===== config.mk =====
export PLATFORM = sky130hd
export DESIGN_NAME = shift_add_multiplier
export DESIGN_NICKNAME = d
export VERILOG_FILES = /design/src/rtl/mult_pkg.sv /design/src/rtl/pp_shift_stage.sv /design/src/rtl/shift_add_multiplier.sv
export SDC_FILE = /design/constraint.sdc
export NUM_CORES = 1
export LEC_CHECK = 0
export BUFFER_PORTS_ARGS = -buffer_cell sky130_fd_sc_hd__buf_2
export CAP_MARGIN = 30
export CORE_AREA = 8 8 77 96
export DETAILED_ROUTE_END_ITERATION = 16
export DIE_AREA = 0 0 85 104
export PLACE_DENSITY_LB_ADDON = 0.25
export SYNTH_ARGS = -nofsm -noshare
export SYNTH_HDL_FRONTEND = slang
export SYNTH_SLANG_ARGS = --single-unit
export TNS_END_PERCENT = 100

===== constraint.sdc =====
create_clock -name clk -period 2.5 [get_ports clk]
set_input_delay 0.125 -clock clk [delete_from_list [all_inputs] [get_ports clk]]
set_output_delay 0.125 -clock clk [all_outputs]
set_load 0.01 [all_outputs]

===== src/rtl/mult_pkg.sv =====
// Shared definitions for the shift-add multiplier: state encoding, default width and
// a helper for sizing the iteration counter.
package mult_pkg;

    localparam int unsigned DefaultN = 5;

    typedef enum logic [1:0] {
        StIdle = 2'b00,
        StRun  = 2'b01,
        StDone = 2'b10
    } state_e;

    // Bits needed to hold iteration indices 0..n-1 (at least one bit).
    function automatic int unsigned cnt_w_for(input int unsigned n);
        return (n <= 2) ? 1 : $clog2(n);
    endfunction

endpackage


===== src/rtl/pp_shift_stage.sv =====
// Partial-product stage: gates operand A by one multiplier bit and shifts it into
// position within the 2N-bit accumulator width.
module pp_shift_stage #(
    parameter int unsigned N     = 5,
    parameter int unsigned CNT_W = 3
) (
    input  logic [N-1:0]     a,
    input  logic             b_bit,
    input  logic [CNT_W-1:0] index,
    output logic [2*N-1:0]   pp
);

    logic [2*N-1:0] gated;

    always_comb begin
        gated = {{N{1'b0}}, a & {N{b_bit}}};
        pp    = gated << index;
    end

endmodule


===== src/rtl/shift_add_multiplier.sv =====
// Sequential unsigned N x N multiplier: one partial product per cycle accumulated
// into a 2N-bit sum, with valid/ready handshakes on operands and product.
module shift_add_multiplier
    import mult_pkg::*;
#(
    parameter int unsigned N     = DefaultN,
    parameter int unsigned CNT_W = cnt_w_for(N)
) (
    input  logic           clk,
    input  logic           rst_n,
    input  logic           in_valid,
    output logic           in_ready,
    input  logic [N-1:0]   multiplicand,
    input  logic [N-1:0]   multiplier,
    output logic           out_valid,
    input  logic           out_ready,
    output logic [2*N-1:0] product,
    output logic           busy
);

    localparam logic [CNT_W-1:0] LastCount = CNT_W'(N - 1);

    state_e             state_q, state_d;
    logic [CNT_W-1:0]   count_q, count_d;
    logic [N-1:0]       a_q, a_d;
    logic [N-1:0]       b_q, b_d;
    logic [2*N-1:0]     acc_q, acc_d;
    logic [N-1:0]       b_shifted;
    logic [2*N-1:0]     pp;

    // Select B[count] by shifting, which stays in range for any counter width.
    assign b_shifted = b_q >> count_q;

    pp_shift_stage #(
        .N     (N),
        .CNT_W (CNT_W)
    ) u_pp_shift_stage (
        .a     (a_q),
        .b_bit (b_shifted[0]),
        .index (count_q),
        .pp    (pp)
    );

    always_comb begin
        state_d = state_q;
        count_d = count_q;
        a_d     = a_q;
        b_d     = b_q;
        acc_d   = acc_q;
        unique case (state_q)
            StIdle: begin
                if (in_valid) begin
                    a_d     = multiplicand;
                    b_d     = multiplier;
                    acc_d   = '0;
                    count_d = '0;
                    state_d = StRun;
                end
            end
            StRun: begin
                acc_d = acc_q + pp;
                // Test before incrementing so the counter never wraps.
                if (count_q == LastCount) begin
                    state_d = StDone;
                end else begin
                    count_d = count_q + 1'b1;
                end
            end
            StDone: begin
                if (out_ready) begin
                    state_d = StIdle;
                end
            end
            default: state_d = StIdle;
        endcase
    end

    always_ff @(posedge clk or negedge rst_n) begin
        if (!rst_n) begin
            state_q <= StIdle;
            count_q <= '0;
            a_q     <= '0;
            b_q     <= '0;
            acc_q   <= '0;
        end else begin
            state_q <= state_d;
            count_q <= count_d;
            a_q     <= a_d;
            b_q     <= b_d;
            acc_q   <= acc_d;
        end
    end

    always_comb begin
        in_ready  = (state_q == StIdle);
        out_valid = (state_q == StDone);
        busy      = (state_q != StIdle);
        product   = out_valid ? acc_q : '0;
    end

endmodule


==> flow_metrics.tcl <==
set metrics [dict create \
    detail_route.wl_per_cell_um 14.15 \
    detail_route.vias_per_cell 4.867 \
    clockBufferDepth 2 \
    maximum_number_of_pins_on_one_net_before_global_route_repair 26 \
    timing.final.hold_violations 0 \
    holdCritPathClass "in -> reg" \
    yosysSeqAreaShare 0.3687 \
    synth_compound_gate_area_share 0.1563 \
    worst_r2r_path_depth 11 \
    finalSetupViolCount 3 \
    synthDominantAreaCellType "sky130_fd_sc_hd__dfrtp_1" \
    routabilityCongestion 0.7752 \
    final.min_clock_period_ns 2.582 \
    grt_antenna_before_repair 0 \
    post-layout-total-power_mw 2.934 \
    first_drt_iteration_drcs 41 \
    die_area_um2 8840 \
    synth_top_area_frac 0.3687 \
    coreArea_um2 5966 \
    die_h_um 104 \
    numCtsBuffers 3 \
    synth_top_family_by_area "simple AND/OR/NAND/NOR gates" \
    critical_path.reg2reg.endpoint "acc_q[9]" \
    p_leak_nw 1.044 \
    ioPinCount 27 \
    grt_pass1_vias 1606 \
    ys.warnings.count 0 \
    first_pass_grt_wire_length_um 7293 \
    yosys.area_share.adder 0.09292 \
    synth.ff_latch_count 25 \
    synthTopCellsByArea "sky130_fd_sc_hd__dfrtp_1 (37%), sky130_fd_sc_hd__mux2_2 (8.6%), sky130_fd_sc_hd__ha_1 (8.1%), sky130_fd_sc_hd__nand3_1 (4.4%), sky130_fd_sc_hd__and2_1 (3.7%)" \
    timing.critical_path.slowest_stage_cell "sky130_fd_sc_hd__dfrtp_2" \
    die_width_um 85 \
    antenna_left 0 \
    critPathLaunchType "register" \
    start_util 0.2844 \
    setup_ws_ns -0.08164 \
    synth.distinct_cells 37 \
    routed_wirelength_um 4258 \
    rsz0062_at_grt "yes" \
    post_synth_instance_area_um2 1697 \
    critical_path.reg2reg.startpoint "count_q[0]" \
    slew-limit-headroom 0.6151 \
    power_per_cell_area_nw_per_um2 1296 \
    cp_max_fo 4 \
    period_share 1.033 \
    sequence_of_cells_on_the_critical_path "buf_12 > mux2i_4 > nor3_2 > a21oi_2 > buf_6 > nor2_4 > ha_4 > a211o_1 > o311a_1 > o31a_1 > o21ai_1" \
    synth.area.mux_share 0.1217 \
    clock_tree.root_cell "sky130_fd_sc_hd__clkbuf_8" \
    routed-via-count 1465 \
    max_cap_viol_count 0 \
    worst_setup_path_end_kind "register" \
    detailedRoute.firstPassIterationCount 4 \
    cp_data_arrival_time_ns 2.81 \
    outcome "complete, but fails checks" \
    maxSlewViolCount 0 \
    post-route-util 0.3794 \
    place_hpwl_um 3211 \
    std_cell_rows 32 \
    failed_checks "negative setup slack" \
    tritoncts_clock_tree "built" \
    critPathKind "reg -> reg" \
    achievable-frequency_mhz 387.4 \
    groute.usage.overall 0.09982 \
    cell_count_after_synthesis 184 \
    relative_area_change_from_synthesis_to_final_layout_pct 33.41 \
    clock_insertion_delay_worst_skew_ns 0.29 \
    drive_above_1_share 0.4077 \
    cp.required_ns 2.72 \
    worst_setup_startpoint "count_q[0]" \
    r2r_setup_slack_ns -0.08 \
    htree_levels 1 \
    yosys.area_share.simple 0.1858 \
    critPathCapture "acc_q[9]" \
    grt_overflow_total 0 \
    timing.clock.skew_ns 0.01171 \
    post_synthesis_xor_xnor_area_fraction 0.02581 \
    slowest_delay_ns 0.43 \
    nNetsFinal 260 \
    synth.avg_cell_area_um2 9.221 \
    clk_transition_reported_paths_ns 0.10 \
    portBuffers 26 \
    worst_pin_slew_ns 0.5761 \
    antenna_cells_inserted 0 \
    drc_errors 0 \
    sink_count_of_the_clock_tree 25 \
    number_of_nets_produced_by_synthesis 210 \
    worst_ir_drop_vdd_uv 524.1 \
]
-- through the flow --
| step | cells | hold WS (ns) | worst slack [ns] | instance area (um^2) | TNS [ns] |
|---|---|---|---|---|---|
| floorplan | 184 | -0.1706 | 0.02837 | 1712 | 0 |
| global placement | 291 | 0.1657 | -0.08007 | 2048 | -0.1630 |
| detailed placement | 291 | 0.1631 | -0.1538 | 2048 | -0.3623 |
| CTS | 300 | 0.02315 | -0.04660 | 2181 | -0.1158 |
| global route | 301 | 0.02918 | -0.2245 | 2263 | -0.8576 |
| finish | 301 | 0.02100 | -0.08164 | 2263 | -0.1488 |
-- worst max-delay path, delay by kind of cell (launching register included) --
family	cells	cell delay, ns
AO/OA/AOI/OAI	5	1.27
adder cells (fa/ha/maj)	1	0.22
buffers and inverters	2	0.28
flip-flops	1	0.43
multiplexers	1	0.23
AND/OR/NAND/NOR	2	0.11
-- cell type report --
cell class / count / area [um^2]
Sequential cell: 25 / 628.1
Clock buffer: 3 / 41.29
Clock inverter: 1 / 7.507
Inverter: 9 / 33.78
Fill cell: 612 / 3702
Timing Repair Buffer: 55 / 370.4
Multi-Input combinational cell: 140 / 1097
Tap cell: 68 / 85.08
-- sequential cells by signal, indices dropped and copies added, names as in the netlist --
name and count:
count_q 3, b_q 5, state_q 2, acc_q 10
a_q 5
-- layout by cell type (no fill, tap or decap), types with 2 or more instances in the layout --
master,n
sky130_fd_sc_hd__nand3_1,15
sky130_fd_sc_hd__buf_4,25
sky130_fd_sc_hd__o21ai_0,9
sky130_fd_sc_hd__mux2_2,13
sky130_fd_sc_hd__ha_1,7
sky130_fd_sc_hd__o31ai_1,2
sky130_fd_sc_hd__o31a_1,2
sky130_fd_sc_hd__a21oi_1,7
sky130_fd_sc_hd__dfrtp_1,23
sky130_fd_sc_hd__nand2_1,14
sky130_fd_sc_hd__dfrtp_2,2
sky130_fd_sc_hd__nor3_1,2
sky130_fd_sc_hd__ha_4,4
sky130_fd_sc_hd__nor2_2,3
sky130_fd_sc_hd__and2_1,9
sky130_fd_sc_hd__nor2_1,9
sky130_fd_sc_hd__mux2i_1,3
sky130_fd_sc_hd__a21oi_2,3
sky130_fd_sc_hd__nor2b_1,2
sky130_fd_sc_hd__buf_6,2
sky130_fd_sc_hd__o211ai_1,2
sky130_fd_sc_hd__buf_2,26
sky130_fd_sc_hd__inv_1,8
sky130_fd_sc_hd__o22ai_1,2
sky130_fd_sc_hd__mux2i_2,2
sky130_fd_sc_hd__clkbuf_8,3
sky130_fd_sc_hd__xor2_1,5
sky130_fd_sc_hd__o21ai_1,4
sky130_fd_sc_hd__o21a_1,4
-- synth_stat cells --
library cell / number
sky130_fd_sc_hd__a211o_1: 1
sky130_fd_sc_hd__a211oi_1: 1
sky130_fd_sc_hd__a21oi_1: 9
sky130_fd_sc_hd__a21oi_2: 1
sky130_fd_sc_hd__a221oi_1: 1
sky130_fd_sc_hd__a31o_2: 1
sky130_fd_sc_hd__and2_1: 10
sky130_fd_sc_hd__buf_2: 3
sky130_fd_sc_hd__buf_4: 2
sky130_fd_sc_hd__clkbuf_1: 5
sky130_fd_sc_hd__dfrtp_1: 25
sky130_fd_sc_hd__fa_1: 1
sky130_fd_sc_hd__ha_1: 11
sky130_fd_sc_hd__inv_1: 8
sky130_fd_sc_hd__inv_2: 1
sky130_fd_sc_hd__mux2_2: 13
sky130_fd_sc_hd__mux2i_1: 6
sky130_fd_sc_hd__nand2_1: 14
sky130_fd_sc_hd__nand2b_1: 1
sky130_fd_sc_hd__nand3_1: 15
sky130_fd_sc_hd__nand3b_1: 1
sky130_fd_sc_hd__nor2_1: 13
sky130_fd_sc_hd__nor2b_1: 2
sky130_fd_sc_hd__nor2b_4: 1
sky130_fd_sc_hd__nor3_1: 3
sky130_fd_sc_hd__nor4_1: 2
sky130_fd_sc_hd__nor4b_1: 1
sky130_fd_sc_hd__o211ai_1: 2
sky130_fd_sc_hd__o211ai_2: 1
sky130_fd_sc_hd__o21a_1: 4
sky130_fd_sc_hd__o21ai_0: 10
sky130_fd_sc_hd__o21ai_1: 3
sky130_fd_sc_hd__o22ai_1: 2
sky130_fd_sc_hd__o311a_1: 1
sky130_fd_sc_hd__o31a_1: 2
sky130_fd_sc_hd__o31ai_1: 2
sky130_fd_sc_hd__xor2_1: 5
-- timing repair --
item                                    CTS  global route
resized for setup                        11            13
endpoints found under the hold margin    25             0
hold buffers                              1             0
pin swaps                                 4            10
endpoints found under the setup margin    6             7
setup buffers                             4             1
-- per-layer routing --
layer,wire (um),vias to the layer above,track usage
li1,-,749,-
met1,1857,688,0.1107
met2,2216,23,0.1825
met3,130,5,0.01818
met4,55,0,0.03448
met5,0,-,0
-- kinds of logic after synthesis --
kind of cell    count (synthesis)
buf+inv                        19
fa+ha+maj                      12
xor+xnor                        5
mux                            19
flops                          25
simple gates                   63
compound gates                 41
-- power by group --
part | internal (mW) | switching [mW]
clock | 0.114 | 0.149
combinational | 0.987 | 0.911
sequential | 0.590 | 0.183
-- worst min-delay path by stage --
stage | from | to | depth (start not counted)
2_1_floorplan | rst_n | a_q[0] | 0
3_3_place_gp | rst_n | count_q[2] | 1
3_5_place_dp | rst_n | count_q[1] | 1
4_1_cts | out_ready | state_q[1] | 2
5_1_grt | out_ready | state_q[1] | 2
6_report | out_ready | state_q[1] | 2
(Power assumes the default switching activity.)
